### src/rtl/jt10_adpcma_acc_if.sv
// Request / LUT / sample bundle for the ADPCM-A accumulator back end.
// slave = the accumulator, master = sequencer + LUT + mixer side.
interface jt10_adpcma_acc_if;
  logic        clr;
  logic [2:0]  clr_ch;
  logic        nibble_valid;
  logic [3:0]  nibble;
  logic [2:0]  ch;
  logic        nibble_ready;
  logic [8:0]  lut_addr;
  logic [11:0] lut_inc;
  logic        pcm_valid;
  logic [11:0] pcm;
  logic [2:0]  pcm_ch;

  modport slave (
    input  clr, clr_ch, nibble_valid, nibble, ch, lut_inc,
    output nibble_ready, lut_addr, pcm_valid, pcm, pcm_ch
  );

  modport master (
    output clr, clr_ch, nibble_valid, nibble, ch, lut_inc,
    input  nibble_ready, lut_addr, pcm_valid, pcm, pcm_ch
  );
endinterface

### src/rtl/jt10_adpcma_acc.sv
// YM2610 ADPCM-A accumulator/step back end, time-multiplexed over CH_NUM channels.
// Optional JT10_ADPCMA_SAT_EN: saturate the accumulator instead of 12-bit wrap.

// Per-channel {acc, step} storage; clear takes priority over writeback.
module jt10_adpcma_acc_ch (
  input  logic        clk,
  input  logic        rst_n,
  input  logic        clr_en,
  input  logic        wr_en,
  input  logic [11:0] acc_d,
  input  logic [5:0]  step_d,
  output logic [11:0] acc_q,
  output logic [5:0]  step_q
);
  always_ff @(posedge clk or negedge rst_n) begin
    if (!rst_n) begin
      acc_q  <= '0;
      step_q <= '0;
    end else if (clr_en) begin
      acc_q  <= '0;
      step_q <= '0;
    end else if (wr_en) begin
      acc_q  <= acc_d;
      step_q <= step_d;
    end
  end
endmodule

module jt10_adpcma_acc #(
  parameter int CH_NUM   = 6,
  parameter int STEP_MAX = 48
) (
  input  logic clk,
  input  logic rst_n,
  input  logic cen,
  jt10_adpcma_acc_if.slave bus
);
  localparam logic [3:0]        CH_LIM   = 4'(CH_NUM);
  localparam logic signed [7:0] STEP_LIM = 8'(STEP_MAX);

  typedef enum logic [1:0] {IDLE, ADDR, ACC} state_t;
  state_t state_q, state_d;

  logic [CH_NUM-1:0][11:0] acc_q;
  logic [CH_NUM-1:0][5:0]  step_q;
  logic [CH_NUM-1:0]       clr_en, wr_en;

  logic [2:0]  ch_q;
  logic [3:0]  nibble_q;
  logic        live_q;     // in-flight result still allowed to write back
  logic [11:0] cur_acc, new_acc;
  logic [5:0]  cur_step, in_step, new_step;
  logic signed [7:0] adj, step_sum;
  logic        ready, clr_hit, wb, ch_ok;

  // FSM
  always_ff @(posedge clk or negedge rst_n) begin
    if (!rst_n) state_q <= IDLE;
    else        state_q <= state_d;
  end

  always_comb begin
    state_d = state_q;
    ready   = 1'b0;
    case (state_q)
      IDLE: begin
        ready = 1'b1;
        if (cen && bus.nibble_valid) state_d = ADDR;
      end
      ADDR:    if (cen) state_d = ACC;
      ACC:     if (cen) state_d = IDLE;
      default: state_d = IDLE;
    endcase
  end

  assign bus.nibble_ready = ready;

  // channel state mux: in-flight channel and newly requested channel
  always_comb begin
    cur_acc  = '0;
    cur_step = '0;
    in_step  = '0;
    for (int i = 0; i < CH_NUM; i++) begin
      if (ch_q == 3'(i)) begin
        cur_acc  = acc_q[i];
        cur_step = step_q[i];
      end
      if (bus.ch == 3'(i)) in_step = step_q[i];
    end
  end

  assign ch_ok   = {1'b0, bus.ch} < CH_LIM;
  assign clr_hit = bus.clr && (bus.clr_ch == ch_q);
  assign wb      = (state_q == ACC) && live_q && !clr_hit;

  // step adaptation with clamp to 0..STEP_MAX
  always_comb begin
    case (nibble_q[2:0])
      3'd4:    adj = 8'sd2;
      3'd5:    adj = 8'sd5;
      3'd6:    adj = 8'sd7;
      3'd7:    adj = 8'sd9;
      default: adj = -8'sd1;
    endcase
    step_sum = $signed({2'b00, cur_step}) + adj;
    if (step_sum < 8'sd0)          new_step = '0;
    else if (step_sum > STEP_LIM)  new_step = STEP_LIM[5:0];
    else                           new_step = step_sum[5:0];
  end

`ifdef JT10_ADPCMA_SAT_EN
  logic signed [13:0] acc_ext, inc_ext, sum;
  always_comb begin
    acc_ext = {{2{cur_acc[11]}}, cur_acc};
    inc_ext = {2'b00, bus.lut_inc};
    sum     = nibble_q[3] ? (acc_ext - inc_ext) : (acc_ext + inc_ext);
    if (sum > 14'sd2047)       new_acc = 12'h7FF;
    else if (sum < -14'sd2048) new_acc = 12'h800;
    else                       new_acc = sum[11:0];
  end
`else
  // low 12 bits of the extended sum are the plain 12-bit sum
  assign new_acc = nibble_q[3] ? (cur_acc - bus.lut_inc) : (cur_acc + bus.lut_inc);
`endif

  always_comb begin
    for (int i = 0; i < CH_NUM; i++) begin
      clr_en[i] = cen && bus.clr && (bus.clr_ch == 3'(i));
      wr_en[i]  = cen && wb && (ch_q == 3'(i));
    end
  end

  for (genvar g = 0; g < CH_NUM; g++) begin : g_ch
    jt10_adpcma_acc_ch u_ch (
      .clk    (clk),
      .rst_n  (rst_n),
      .clr_en (clr_en[g]),
      .wr_en  (wr_en[g]),
      .acc_d  (new_acc),
      .step_d (new_step),
      .acc_q  (acc_q[g]),
      .step_q (step_q[g])
    );
  end

  always_ff @(posedge clk or negedge rst_n) begin
    if (!rst_n) begin
      ch_q          <= '0;
      nibble_q      <= '0;
      live_q        <= 1'b0;
      bus.lut_addr  <= '0;
      bus.pcm       <= '0;
      bus.pcm_ch    <= '0;
      bus.pcm_valid <= 1'b0;
    end else if (cen) begin
      bus.pcm_valid <= 1'b0;
      case (state_q)
        IDLE: if (bus.nibble_valid) begin
          ch_q         <= bus.ch;
          nibble_q     <= bus.nibble;
          bus.lut_addr <= {in_step, bus.nibble[2:0]};
          // same-edge clear of this channel: address uses pre-clear step, result dropped
          live_q       <= ch_ok && !(bus.clr && (bus.clr_ch == bus.ch));
        end
        ADDR: if (clr_hit) live_q <= 1'b0;
        ACC: begin
          live_q <= 1'b0;
          if (wb) begin
            bus.pcm       <= new_acc;
            bus.pcm_ch    <= ch_q;
            bus.pcm_valid <= 1'b1;
          end
        end
        default: ;
      endcase
    end
  end
endmodule

### src/flat_wrapper.sv
// flat-port wrapper written by rule: the top's interface ports become plain ports
module jt10_adpcma_acc_flat 
#(
  parameter int CH_NUM   = 6,
  parameter int STEP_MAX = 48
)
  (clk, rst_n, cen, bus_clr, bus_clr_ch, bus_nibble_valid, bus_nibble, bus_ch, bus_lut_inc, bus_nibble_ready, bus_lut_addr, bus_pcm_valid, bus_pcm, bus_pcm_ch);
  jt10_adpcma_acc_if bus_i ();
  input  logic clk;
  input  logic rst_n;
  input  logic cen;
  input wire logic [$bits(bus_i.clr)-1:0] bus_clr;
  input wire logic [$bits(bus_i.clr_ch)-1:0] bus_clr_ch;
  input wire logic [$bits(bus_i.nibble_valid)-1:0] bus_nibble_valid;
  input wire logic [$bits(bus_i.nibble)-1:0] bus_nibble;
  input wire logic [$bits(bus_i.ch)-1:0] bus_ch;
  input wire logic [$bits(bus_i.lut_inc)-1:0] bus_lut_inc;
  output wire logic [$bits(bus_i.nibble_ready)-1:0] bus_nibble_ready;
  output wire logic [$bits(bus_i.lut_addr)-1:0] bus_lut_addr;
  output wire logic [$bits(bus_i.pcm_valid)-1:0] bus_pcm_valid;
  output wire logic [$bits(bus_i.pcm)-1:0] bus_pcm;
  output wire logic [$bits(bus_i.pcm_ch)-1:0] bus_pcm_ch;
  assign bus_i.clr = bus_clr;
  assign bus_i.clr_ch = bus_clr_ch;
  assign bus_i.nibble_valid = bus_nibble_valid;
  assign bus_i.nibble = bus_nibble;
  assign bus_i.ch = bus_ch;
  assign bus_i.lut_inc = bus_lut_inc;
  assign bus_nibble_ready = bus_i.nibble_ready;
  assign bus_lut_addr = bus_i.lut_addr;
  assign bus_pcm_valid = bus_i.pcm_valid;
  assign bus_pcm = bus_i.pcm;
  assign bus_pcm_ch = bus_i.pcm_ch;
  jt10_adpcma_acc #(.CH_NUM(CH_NUM), .STEP_MAX(STEP_MAX)) u_core (.clk(clk), .rst_n(rst_n), .cen(cen), .bus(bus_i));
endmodule
### config.mk
export PLATFORM = sky130hd
export DESIGN_NAME = jt10_adpcma_acc_flat
export DESIGN_NICKNAME = d
export VERILOG_FILES = /design/src/rtl/jt10_adpcma_acc_if.sv /design/src/rtl/jt10_adpcma_acc.sv /design/src/flat_wrapper.sv
export SDC_FILE = /design/constraint.sdc
export NUM_CORES = 1
export LEC_CHECK = 0
export BUFFER_PORTS_ARGS = -buffer_cell sky130_fd_sc_hd__buf_2
export CORE_MARGIN = 4
export CORE_UTILIZATION = 35
export DETAILED_ROUTE_END_ITERATION = 6
export PLACE_DENSITY = 0.53
export SLEW_MARGIN = 20
export SYNTH_ARGS = -nofsm -noshare
export SYNTH_HDL_FRONTEND = slang
export SYNTH_SLANG_ARGS = --single-unit
### constraint.sdc
create_clock -name clk -period 4.3 [get_ports clk]
set_input_delay 0.43 -clock clk [delete_from_list [all_inputs] [get_ports clk]]
set_output_delay 0.43 -clock clk [all_outputs]
set_load 0.05 [all_outputs]
Yosys cells after proc, flatten, opt, wreduce, memory -nomap -nowiden
Index checks and enable logic that the tools add are counted.
{ "op_classes": {"n_reduce_logical": 37, "magnitude_cmp": 3, "mux": 56, "eq_ne": 28, "addsub": 3} }
{ "ops": {"columns": ["op", "n"], "rows": [
  ["12-bit 2-to-1 mux", 19],
  ["6-bit 2-to-1 mux", 26],
  ["8-bit one-hot mux with 4 select lines", 1],
  ["3-bit equality test, second input constant", 10],
  ["1-bit logical AND", 20],
  ["3-bit by 2-bit equality test with 1-bit output, second input constant", 6],
  ["12-bit adder", 1],
  ["2-bit nonzero test", 6],
  ["12-bit subtractor", 1],
  ["3-bit by 1-bit equality test with 1-bit output, second input constant", 3],
  ["3-bit logical NOT", 3],
  ["3-bit AND reduction", 3],
  ["7-bit by 8-bit adder with 8-bit output", 1],
  ["8-bit by 7-bit > comparator with 1-bit output, second input constant", 1],
  ["8-bit by 1-bit less-than comparator with 1-bit output, second input constant", 1],
  ["3-bit equality test", 2],
  ["2-bit 2-to-1 mux", 3],
  ["2-bit inequality test, second input constant", 3],
  ["2-bit one-hot mux with 3 select lines", 1],
  ["1-bit 2-to-1 mux", 5],
  ["2-bit by 1-bit inequality test with 1-bit output, second input constant", 2],
  ["4-bit AND reduction", 1],
  ["3-bit less-than comparator, second input constant", 1],
  ["1-bit one-hot mux with 3 select lines", 1],
  ["other kinds (5)", 6]
]} }
{ "word_totals": {"word_cells": 147, "regBits": 143, "out_inout_bits": 26} }

Longest topological paths before layout
{ "depth": {"word_depth": 13, "ltp_mapped": 16, "ltp_nobuf": 13} }

Modules after synthesis
From an unflattened synthesis, not the netlist that was laid out.
{ "hier_totals": {"hier_cells": 784, "hier_area_um2": 8115.3} }
{ "modules_own_cells": {"columns": ["module", "area_per_inst_um2", "n_inst", "cells_per_inst", "seq_area_each_um2"], "rows": [
  ["jt10_adpcma_acc_ch", 739.5, 6, 58, 450.4],
  ["jt10_adpcma_acc", 3678.5, 1, 436, 800.8]
]} }

Worst setup path after synthesis
Ideal clock, no wire load.
{ "synth_timing": {"kind": "register -> register", "start": "register u_core.ch_q[0]", "end": "register u_core.g_ch[1].u_ch.step_q[2]", "path_stages_with_launch": 16, "t_required_ns": 4.178, "arrival_time_ns": 3.464, "setup_slack_ns": 0.715, "path_cell_list": "dfrtp_1 buf_6 buf_2 buf_2 mux2i_1 nor2_1 a21oi_1 o221ai_1 ha_1 fa_1 a21o_1 a21oi_1 xor2_1 o32a_1 buf_2 a32o_1"} }
{ "synth_via": {"elab_chain_cells": 13, "word_cells_on_any_way": 26, "classes_between": "add/sub: 1; order compare: 2; eq/ne: 6; mux: 10; reduce/logical: 7"} }
{ "synth_lines": {"columns": ["element", "line_no", "rtl"], "rows": [
  ["start, declared", "jt10_adpcma_acc.sv:48", "logic [2:0] ch_q;"],
  ["start signal, assigned", "jt10_adpcma_acc.sv:159", "ch_q <= bus.ch;"],
  ["3-bit logical NOT", "jt10_adpcma_acc.sv:84", "if (ch_q == 3'(i)) begin"],
  ["6-bit 2-to-1 mux (6 in series)", "jt10_adpcma_acc.sv:84", null],
  ["7-bit by 8-bit adder with 8-bit output", "jt10_adpcma_acc.sv:105", "step_sum = $signed({2'b00, cur_step}) + adj;"],
  ["8-bit by 7-bit > comparator with 1-bit output", "jt10_adpcma_acc.sv:107", "else if (step_sum > STEP_LIM) new_step = STEP_LIM[5:0];"],
  ["6-bit 2-to-1 mux", "jt10_adpcma_acc.sv:107", null],
  ["6-bit 2-to-1 mux", "jt10_adpcma_acc.sv:106", "if (step_sum < 8'sd0) new_step = '0;"],
  ["6-bit 2-to-1 mux", "jt10_adpcma_acc.sv:22", "end else if (wr_en) begin"],
  ["6-bit 2-to-1 mux", "jt10_adpcma_acc.sv:19", "end else if (clr_en) begin"],
  ["end signal, assigned", "jt10_adpcma_acc.sv:24", "step_q <= step_d;"],
  ["end, declared", "jt10_adpcma_acc.sv:13", "output logic [5:0] step_q"]
]} }
Several ways; a longest one is shown, not always the timed one. The select of a mux whose other input is x is not followed.
A chain may end at the register's enable or synchronous reset.

Worst setup path after layout
{ "layout_timing": {"start": "register u_core.ch_q[0]", "end": "register u_core.g_ch[5].u_ch.step_q[0]"} }
{ "layout_via": {"elab_chain_cells": 13, "word_cells_on_any_way": 26, "classes_between": "add/sub: 1; order compare: 2; eq/ne: 6; mux: 10; reduce/logical: 7"} }
{ "layout_lines": {"columns": ["element", "line_no"], "rows": [
  ["3-bit logical NOT", "jt10_adpcma_acc.sv:84"],
  ["6-bit 2-to-1 mux (6 in series)", "jt10_adpcma_acc.sv:84"],
  ["7-bit by 8-bit adder with 8-bit output", "jt10_adpcma_acc.sv:105"],
  ["8-bit by 7-bit > comparator with 1-bit output", "jt10_adpcma_acc.sv:107"],
  ["6-bit 2-to-1 mux", "jt10_adpcma_acc.sv:107"],
  ["6-bit 2-to-1 mux", "jt10_adpcma_acc.sv:106"],
  ["6-bit 2-to-1 mux", "jt10_adpcma_acc.sv:22"],
  ["6-bit 2-to-1 mux", "jt10_adpcma_acc.sv:19"],
  ["end signal, assigned", "jt10_adpcma_acc.sv:24"],
  ["end, declared", "jt10_adpcma_acc.sv:13"]
]} }
Several ways; a longest one is shown, not always the timed one. The select of a mux whose other input is x is not followed.

==> out/qor.csv <==
metric,value,unit
diodes,0,
cts_tree,yes,
fillers,2027,
crit_cells,11,
status,"complete, no violations",
cp-start-kind,flop,
reg2reg_to,u_core.g_ch[5].u_ch.step_q[0],
grtUsageTotal,0.191,
insertion_delay,420,ps
syn-num-nets,754,
relSlewSlack,0.334,
critPathMaxFanout,24,
layout-drive-gt1-share,0.220,
min_path_type,in2async,
portBuffers,52,
leakagePower,0.00401,uW
multi_input_area,3860,um^2
pwr-share-clk,0.205,
initial_core_util,0.360,
ir_worst_vdd,0.425,mV
whs,126,ps
netSwitchingPower,3050,uW
layout_commonest_cell,dfrtp_1,
area_growth,15.4,%
cts_resized,0,
dp_hpwl,15200,um
clk_pin_slew,60,ps
grt-ovfl-total,0,
intPower,3780,uW
r2r_setup_slack,430,ps
setup_viol,0,
syn_area,7660,um^2
post-place-ws,475,ps
power_density,772,nW/um^2
nets,812,
crit_buf_inv,1,
p_sw_frac,0.447,
endpoint,u_core.g_ch[5].u_ch.step_q[0],
cts_buffer_depth,2,
most-common-layout-cells,"dfrtp_1, nand2_1, o21ai_0, a22o_1, buf_2",
synthArstFlopShare,1.00,
die_h,156,um
arrival,4230,ps
cpLargestDelayFamily,compound AO/OA/AOI/OAI gates,
core_area,21300,um^2
cts_buffers,17,
ant_nets,0,
grt_pass1_vias,6136,
ios,53,
postCtsSetupBuffers,0,
cp.required,4650,ps
drt_iter0_markers,415,
maxCapViolations,0,
worst-slew-pin-transition,998,ps
power_frac_comb,0.492,
fmax,258,MHz
crit_type,reg2reg,
die_w,156,um
synth_edf_count,0,
setup_tns,0,ps
fin_crit_sh,0.901,
power_frac_seq,0.303,
grt_start_max_net_pins,113,
num_vias,6131,
clockRootBuffer,clkbuf_16,
seq_area,3500,um^2
path_cells,buf_4 > mux2i_1 > o221ai_1 > ha_1 > fa_1 > a211oi_1 > nor2_1 > o21ai_0 > and3_1 > o32a_1 > a32o_1,
grt_pass1_wl,35800,um
via_per_inst,5.86,
dpl_cell_area,8280,um^2
r2r_start,u_core.ch_q[0],
period_needed,3870,ps
firstDrtPassIters,4,
clock_skew,10.2,ps
cts_sinks,140,
drt-wirelength-per-cell,22.1,um
htreeDepth,4,
drv_slew,0,
yosysUniqueCellTypes,58,
hold_buffers,0,
end_kind,flop,
ys_seq_elements,140,
gp_congestion,0.862,
setup_ws,426,ps
crit_slowest_cell,o32a_1,
grt_antenna_before_repair,0,
drc,0,
rsz0062_at_grt,false,
synthFlopType,dfrtp_1,
wl,23100,um
yosysSeqAreaShare,0.457,
rows,53,
finalHoldViolations,0,
cp_slowest_stage_delay,810,ps
synth-warning-count,0,
die-area,24300,um^2
avgSynthCellArea,10.9,um^2
fin_area,8840,um^2
worstRegToRegCells,11,
worstSetupStartpoint,u_core.ch_q[0],
syn_inst,701,
[cell usage after synthesis (all sizes together), types with 6 or more instances]
library cell  count  area share
dfrtp           140        0.46
nand2            81       0.040
o21ai            58       0.038
a22o             54       0.062
nor2             28       0.014
a21oi            27       0.018
buf              27       0.021
mux2i            25       0.033
a32o             24       0.031
ha               24       0.039
mux2             21       0.031
xnor2            21       0.025
inv              20      0.0098
mux4             17       0.050
clkbuf           16      0.0078
nand3            14      0.0091
nor3             11      0.0098
nand4             9      0.0074
a22oi             7      0.0069
a31oi             6      0.0065
nand2b            6      0.0049
nor4              6       0.011
o221ai            6      0.0069
or4               6      0.0059
xor2              6      0.0069
[stage by stage]
step,total power (uW),util,cells
final,6830,0.415,1047
after global routing,7230,0.415,1047
after CTS,6850,0.415,1047
after detailed placement,5420,0.389,1015
after global placement,5330,0.389,1015
after floorplan,4450,-,701
[layer usage]
layer / vias up / track usage / part of all wire
met2: 232 / 0.298 / 0.47
li1: 2756 / - / -
met3: 41 / 0.0363 / 0.056
met5: - / 0 / 0
met1: 3102 / 0.264 / 0.45
met4: 0 / 0.0700 / 0.025
[power by group through the flow]
stage          logic [uW]  registers (uW)  clock network, uW
6_report             3360            2070               1400
3_3_place_gp         3270            2060                  0
5_1_grt              3620            2130               1480
4_1_cts              3360            2070               1420
2_1_floorplan        2210            2240                  0
3_5_place_dp         3340            2080                  0
[worst min-delay path by stage]
stage                            from                            to  slack (ps)  cells after the start
2_1_floorplan                   rst_n        u_core.bus.lut_addr[3]         130                      0
3_3_place_gp     u_core.bus.pcm_ch[0]          u_core.bus.pcm_ch[0]         460                      2
6_report                        rst_n  u_core.g_ch[1].u_ch.acc_q[6]         130                      1
4_1_cts                         rst_n  u_core.g_ch[1].u_ch.acc_q[6]         210                      1
5_1_grt                         rst_n  u_core.g_ch[5].u_ch.acc_q[8]         200                      1
3_5_place_dp   u_core.bus.lut_addr[7]        u_core.bus.lut_addr[7]         470                      2
[cell families after synthesis]
logic type               count (synthesis)  synth area share
AND/OR/NAND/NOR                        174             0.114
buffers and inverters                   63            0.0384
flip-flops                             140             0.457
AO/OA/AOI/OAI                          208             0.201
multiplexers                            63             0.114
XOR/XNOR                                27            0.0319
adder cells (fa/ha/maj)                 26            0.0444
[state kept, by name, summed over array words and instances (netlist names)]
name                     cells
u_core.state_q               2
u_core.bus.lut_addr          6
u_core.g_ch.u_ch.step_q     36
u_core.live_q                1
u_core.bus.pcm_valid         1
u_core.ch_q                  3
u_core.bus.pcm              12
u_core.nibble_q              4
u_core.g_ch.u_ch.acc_q      72
u_core.bus.pcm_ch            3
[cell type report]
type / instances / area share
multi-input combinational: 498 / 0.437
timing repair buffer: 82 / 0.0559
clock inverter: 14 / 0.0137
clock buffer: 18 / 0.0497
inverter: 20 / 0.00849
tap: 275 / 0.0389
sequential: 140 / 0.396
Note: power is estimated with default switching activity, not from simulation.
